--- src/rtl/fetch_controller.sv ---
// Instruction fetch sequencer: issues PC reads, holds the returned word
// for decode, and handles redirect, halt/resume and memory timeout.
module fetch_controller #(
    parameter logic [27:0] RESET_VECTOR = 28'h0000000,
    parameter int          MEM_TIMEOUT  = 16
) (
    input  logic        clk,
    input  logic        rst_n,
    input  logic        run,
    input  logic        resume,
    input  logic        halt_req,
    input  logic        mem_ready,
    input  logic [31:0] mem_rdata,
    input  logic        instr_accept,
    input  logic        branch_taken,
    input  logic [27:0] branch_target,
    output logic        fetch,
    output logic        incpc,
    output logic [27:0] pcout,
    output logic        mem_req,
    output logic [27:0] mem_addr,
    output logic [31:0] instr,
    output logic        instr_valid,
    output logic        err
);

    localparam logic [2:0] IDLE    = 3'd0;
    localparam logic [2:0] FETCH   = 3'd1;
    localparam logic [2:0] DELIVER = 3'd2;
    localparam logic [2:0] HALT    = 3'd3;
    localparam logic [2:0] ERROR   = 3'd4;

    localparam int          CW    = $clog2(MEM_TIMEOUT + 1);
    localparam logic [CW-1:0] LIMIT = CW'(MEM_TIMEOUT - 1);

    logic [2:0]    state;
    logic [2:0]    state_nxt;
    logic [CW-1:0] wait_cnt;
    logic [27:0]   pc;
    logic [31:0]   word;

    logic fetching;
    logic delivering;
    logic take;
    logic expire;
    logic consume;

    assign fetching   = (state == FETCH);
    assign delivering = (state == DELIVER);
    assign take       = fetching && mem_ready;
    assign expire     = fetching && !mem_ready && (wait_cnt == LIMIT);
    assign consume    = delivering && instr_accept;

    assign fetch       = fetching;
    assign mem_req     = fetching;
    assign mem_addr    = fetching ? pc : 28'h0000000;
    assign incpc       = take;
    assign pcout       = pc;
    assign instr       = word;
    assign instr_valid = delivering;
    assign err         = (state == ERROR);

    // Next-state selection; undefined encodings fall back to IDLE.
    always_comb begin
        state_nxt = IDLE;
        case (state)
            IDLE: begin
                state_nxt = run ? FETCH : IDLE;
            end
            FETCH: begin
                if (take) begin
                    state_nxt = DELIVER;
                end else if (expire) begin
                    state_nxt = ERROR;
                end else begin
                    state_nxt = FETCH;
                end
            end
            DELIVER: begin
                if (!instr_accept) begin
                    state_nxt = DELIVER;
                end else if (halt_req) begin
                    state_nxt = HALT;
                end else if (run) begin
                    state_nxt = FETCH;
                end else begin
                    state_nxt = IDLE;
                end
            end
            HALT: begin
                state_nxt = resume ? FETCH : HALT;
            end
            ERROR: begin
                state_nxt = ERROR;
            end
            default: begin
                state_nxt = IDLE;
            end
        endcase
    end

    // State register.
    always_ff @(posedge clk or negedge rst_n) begin
        if (!rst_n) begin
            state <= IDLE;
        end else begin
            state <= state_nxt;
        end
    end

    // Memory-wait counter: runs only while a request is outstanding.
    always_ff @(posedge clk or negedge rst_n) begin
        if (!rst_n) begin
            wait_cnt <= '0;
        end else if (fetching && !mem_ready && !expire) begin
            wait_cnt <= wait_cnt + 1'b1;
        end else begin
            wait_cnt <= '0;
        end
    end

    // PC: advances on capture (wrapping at 28 bits), redirects on taken branch.
    always_ff @(posedge clk or negedge rst_n) begin
        if (!rst_n) begin
            pc <= RESET_VECTOR;
        end else if (take) begin
            pc <= pc + 28'd1;
        end else if (consume && branch_taken) begin
            pc <= branch_target;
        end
    end

    // Instruction holding register, loaded when memory answers.
    always_ff @(posedge clk or negedge rst_n) begin
        if (!rst_n) begin
            word <= 32'h0;
        end else if (take) begin
            word <= mem_rdata;
        end
    end

endmodule

--- config.mk ---
export PLATFORM = sky130hd
export DESIGN_NAME = fetch_controller
export DESIGN_NICKNAME = d
export VERILOG_FILES = /design/src/rtl/fetch_controller.sv
export SDC_FILE = /design/constraint.sdc
export NUM_CORES = 1
export LEC_CHECK = 0
export ABC_AREA = 0
export CAP_MARGIN = 20
export CORE_ASPECT_RATIO = 0.75
export CORE_UTILIZATION = 30
export CTS_BUF_LIST = sky130_fd_sc_hd__clkbuf_4
export CTS_CLUSTER_DIAMETER = 150
export DETAILED_ROUTE_END_ITERATION = 8
export GPL_ROUTABILITY_DRIVEN = 0
export RECOVER_POWER = 100
export SETUP_SLACK_MARGIN = 0.4
export SLEW_MARGIN = 20
export SYNTH_ARGS = -nofsm -noshare
export SYNTH_HDL_FRONTEND = slang
export SYNTH_SLANG_ARGS = --single-unit
export TNS_END_PERCENT = 50
--- constraint.sdc ---
create_clock -name clk -period 3.3 [get_ports clk]
set_clock_uncertainty 0.2 [all_clocks]
set_input_delay 0.33 -clock clk [delete_from_list [all_inputs] [get_ports clk]]
set_output_delay 0.33 -clock clk [all_outputs]
set_load 0.05 [all_outputs]
# Word-level counts from Yosys, hierarchy flattened
# Index checks and enable logic that the tools add are counted.
[totals]
input_bits = 68
ff_bits = 68
word_cells = 32
[op_classes]
n_reduce_logical = 10
eq_ne = 5
mux = 11
add_sub_neg = 2
[op_table]
columns = ["operator", "count"]
rows = [
  ["two-way mux 28 bit", 3],
  ["adder 28 x 1 -> 28 bit (second input constant)", 1],
  ["case mux 3 bit (5 select lines)", 1],
  ["equality test 3 x 2 -> 1 bit (second input constant)", 2],
  ["logical AND 1 bit", 6],
  ["two-way mux 2 bit", 3],
  ["two-way mux 3 bit", 2],
  ["adder 5 x 1 -> 5 bit (second input constant)", 1],
  ["equality test 5 x 4 -> 1 bit (second input constant)", 1],
  ["two-way mux 5 bit", 1],
  ["equality test 3 x 1 -> 1 bit (second input constant)", 1],
  ["equality test 3 bit (second input constant)", 1],
  ["zero test 3 bit", 1],
  ["zero test 1 bit", 2],
  ["nonzero test 2 bit", 1],
  ["two-way mux 1 bit", 1],
]

# Depth between registers and ports, before layout
[depth]
ltp_word = 6
depth_mapped = 7
mapped_depth_nobuf = 6

# Worst setup path before layout
# Ideal clock, no wire load.
[synth_path]
kind = "register to register"
startpoint = "register state[0]"
endpoint = "register pc[18], in the netlist pcout[18]"
required_ps = 2939
stages_incl_launch_ff = 8
path_buffers = 2
arrival_ps = 2652
synth_period_minus_slack_ps = 3013
setup_slack_ps = 287
path_cell_list = "dfrtp_1 -> nor3b_1 -> and3_1 -> buf_2 -> nor2_1 -> buf_2 -> a22oi_1 -> o311ai_0"
[synth_via]
elab_chain_len = 4
word_cells_on_any_way = 7
cone_classes = "2 x eq/ne; 1 x mux; 4 x reduce/logical"
[synth_lines]
columns = ["item", "line", "rtl"]
rows = [
  ["start, declared", "36", "logic [2:0] state;"],
  ["start signal, assigned", "107", "state <= state_nxt;"],
  ["equality test 3 x 2 -> 1 bit", "49", "assign delivering = (state == DELIVER);"],
  ["net instr_valid", "23", "output logic instr_valid,"],
  ["logical AND 1 bit", "52", "assign consume = delivering && instr_accept;"],
  ["logical AND 1 bit", "128", "end else if (consume && branch_taken) begin"],
  ["nonzero test 2 bit (no source line)", "n/a", ""],
  ["end signal, assigned", "127", "pc <= pc + 28'd1;"],
  ["end signal, assigned", "129", "pc <= branch_target;"],
  ["end, declared", "39", "logic [27:0] pc;"],
]
# The timed path passes the listed nets, and every way through them passes these cells.
# A chain may end at the register's enable or synchronous reset.

# Worst setup path after layout
[layout_path]
startpoint = "register state[0]"
endpoint = "output port mem_addr[1]"
[layout_via]
elab_chain_len = 2
[layout_lines]
columns = ["item", "line", "rtl"]
rows = [
  ["equality test 3 x 1 -> 1 bit", "48", "assign fetching = (state == FETCH);"],
  ["two-way mux 28 bit", "56", "assign mem_addr = fetching ? pc : 28'h0000000;"],
  ["end, declared", "21", "output logic [27:0] mem_addr,"],
]
# Every way passes these cells.

==> results.md <==
* Worst Hold Depth at 3
* Mapped Area at around 3400 um2
* Post-synthesis sequential area ratio at 49.8%
* Tmin final at 3.00 ns
* Post-DRT Antenna Nets at 0
* Most frequent cells in the layout: 125 x nand2_1, 71 x dlygate4sd3_1, 68 x clkdlybuf4s50_1, 68 x dfrtp_1, 28 x and2_1
* DRC Markers at 12
* Hold_sp: mem_rdata[25]
* CTS buffer count at 9
* #FFs+latches synth at 68
* Multi-input combinational cell area at approximately 1600 um2
* FILL cells at around 1100
* Mapped Nets at about 470
* Vias per inst at 4.94
* First-pass GRT wire length at around 17000 um
* Vias at roughly 3400
* Routed WL per cell at 15.1 um
* Std-Cell Rows at 33
* Nets at between 600 and 700
* Final setup vio count at 0
* Initial core utilization at a little under a third
* Core area at ~11000 um2
* Final Hold Viols at 0
* Grt ovf at 0
* Power Dens Cells at approximately 1100 nW/um2
* Final Max Slew Viols at a little under 70
* Most used DFF post-synth: dfrtp_1
* Clock Power Share at 8.0%
* TritonCTS Sinks at slightly below 70
* DP Worst Slack at 0.635 ns
* Worst-skew pair later-pin latency at 0.42 ns
* Synth warn at 0
* CTS max path bufs at 2
* DR iter-0 viols at between 150 and 200
* Startpoint types: register
* CP Capture Type: output pin
* Failing checks: DRC, capacitance limit, slew limit
* Worst r2r dst: pcout[16]
* Status: complete, but fails checks
* Part of the power in registers at approximately 29%
* Fmax at 0.333 GHz
* Worst Setup Path Type: reg -> out
* RR Startpoint: state[1]
* CP max FO at 8
* Die footprint at 11800 um2
* Initial antenna violation count at 0
* H-Tree Depth at 3
* Arr. time, crit path at ~2.5 ns
* Area grow syn2layout at 51.4%
* Comb pwr share at 63.0%
* WHS Endpoint: instr[25]
* DR pass1 iterations at 9
* Worst-Margin Slew at approximately 1.7 ns
* Internal Power at between 2 and 2.5 mW
* MaxCap Viol Count at 1
* Gr usage total at a little under a fifth
* Input/output buffers at between 150 and 200
* Largest net degree at the start of global routing at 69
* Dpl hpwl at ~7600 um
* Mapped Cells at 394
* DRT Wirelength at 10500 um
* Net Switching at about 3.1 mW
* IO Count at around 160
* Clk root buf: clkbuf_4
* Leak pwr at between 2 and 2.5 nW
* Die height at between 90 and 100 um
* R2R depth at 5
* Layout cell share with drive strength beyond 1 at 5.22%
* R2r setup slk at about 0.65 ns
* Cell variety after synth at 44
* Ant. Diodes at 0
* Setup TNS at 0 ns
* Sw Share at 57.2%
* DIE WIDTH at 125 um
* Final WS setup at 0.301 ns
* RSZ-0062 raised after global routing: yes
* Final worst path period share at 90.9%
* CTS tree: built
* Critical Path RT at between 2 and 3 ns
* Vias in the first global route at 3363
* Fraction of registers with async set/reset at between 90% and 100%
* Post-synth EDFFs at 0
* Clock transition at path regs at 0.11 ns
* Register area at roughly 1700 um2
* Hold crit path type: in -> reg
* Worst VDD drop at roughly 0.59 mV
* Commonest non-fill, non-tap cell in the layout: nand2_1
* Max-slew headroom at -14.0%
* Avg Cell Area, Syn at a little under 9 um2
==> through the flow <==
step | power, mW | cell area [um2] | std cells | util, % | hold slack (ns)
finish | 5.46 | 5180 | 696 | 47.0 | 0.231
CTS | 5.76 | 5270 | 696 | 47.8 | 0.188
floorplan | 3.98 | 3420 | 394 | - | -0.166
global route | 5.82 | 5180 | 696 | 47.0 | 0.187
global placement | 5.28 | 5180 | 680 | 47.0 | 0.249
detailed placement | 5.33 | 5180 | 680 | 47.0 | 0.254
==> layout make-up <==
cell class,instances,share of cell area (%)
Sequential cell,68,32.9
Timing Repair Buffer,168,30.5
Multi-Input combinational cell,296,30.7
Clock inverter,5,0.387
Clock buffer,10,1.45
Inverter,9,0.652
Tap cell,140,3.38
==> worst max-delay path by stage <==
stage	slack, ns	startpoint	to	cells after the start
2_1_floorplan	0.85	state[0]	pcout[18]	7
3_3_place_gp	0.74	mem_ready	pcout[4]	6
3_5_place_dp	0.64	mem_ready	pcout[4]	6
4_1_cts	0.33	state[0]	mem_addr[18]	4
5_1_grt	0.14	state[0]	mem_addr[1]	4
6_report	0.30	state[0]	mem_addr[1]	4
==> per-layer routing <==
layer,track usage [%],up-vias,part of all wire [%]
met4,5.89,0,1.1
met5,0,-,0
met1,23.6,1615,45
met3,7.31,10,9.3
met2,28.9,143,45
li1,-,1669,-
==> critical path, stage by stage (launching register included) <==
cell,delay (ns)
dfrtp_1,0.48
nor3b_1,0.32
buf_4,0.22
and2_1,0.14
dlygate4sd3_1,0.89
==> cell usage after synthesis, drive strengths merged, types with 2 or more instances <==
cell type	n	share of area [%]
ha	3	1.1
xor2	2	0.51
a221o	3	0.88
or2	4	0.73
o211ai	14	3.1
nor3b	3	0.66
nand4	10	1.8
nand3	24	3.7
clkbuf	13	1.5
o311ai	8	2.0
o22ai	2	0.37
inv	9	0.99
buf	8	1.1
a31oi	2	0.37
a21oi	4	0.59
dfrtp	68	50
o21ai	4	0.59
a211oi	2	0.44
and3	4	0.73
and2	30	5.5
nor2	21	2.3
mux2i	3	0.88
a311oi	2	0.51
nor3	5	0.88
nand2	126	14
a22oi	8	1.8
==> cells by family after synthesis <==
| family | share of synthesized area (%) |
|---|---|
| flops | 49.8 |
| simple gates | 31.7 |
| compound gates | 12.2 |
| fa+ha+maj | 1.10 |
| buf+inv | 3.59 |
| mux | 0.878 |
| xor+xnor | 0.769 |
==> timing repair <==
action                     CTS  global route
hold buffers                 1             0
buffers inserted             0             0
gates resized for setup     11             9
gates cloned                 0             0
setup endpoints to repair   23            19
hold endpoints to repair    68             0
==> state kept, by name, indices dropped and copies added (netlist names) <==
signal / count
wait_cnt: 5
instr: 32
state: 3
pcout: 28
==> power by group through the flow <==
stage / clock (mW) / combinational (mW) / sequential [mW]
finish: 0.436 / 3.44 / 1.58
global route: 0.494 / 3.67 / 1.66
floorplan: 0 / 1.29 / 2.68
global placement: 0 / 3.68 / 1.60
CTS: 0.465 / 3.69 / 1.61
detailed placement: 0 / 3.71 / 1.62
(Power assumes the default switching activity.)
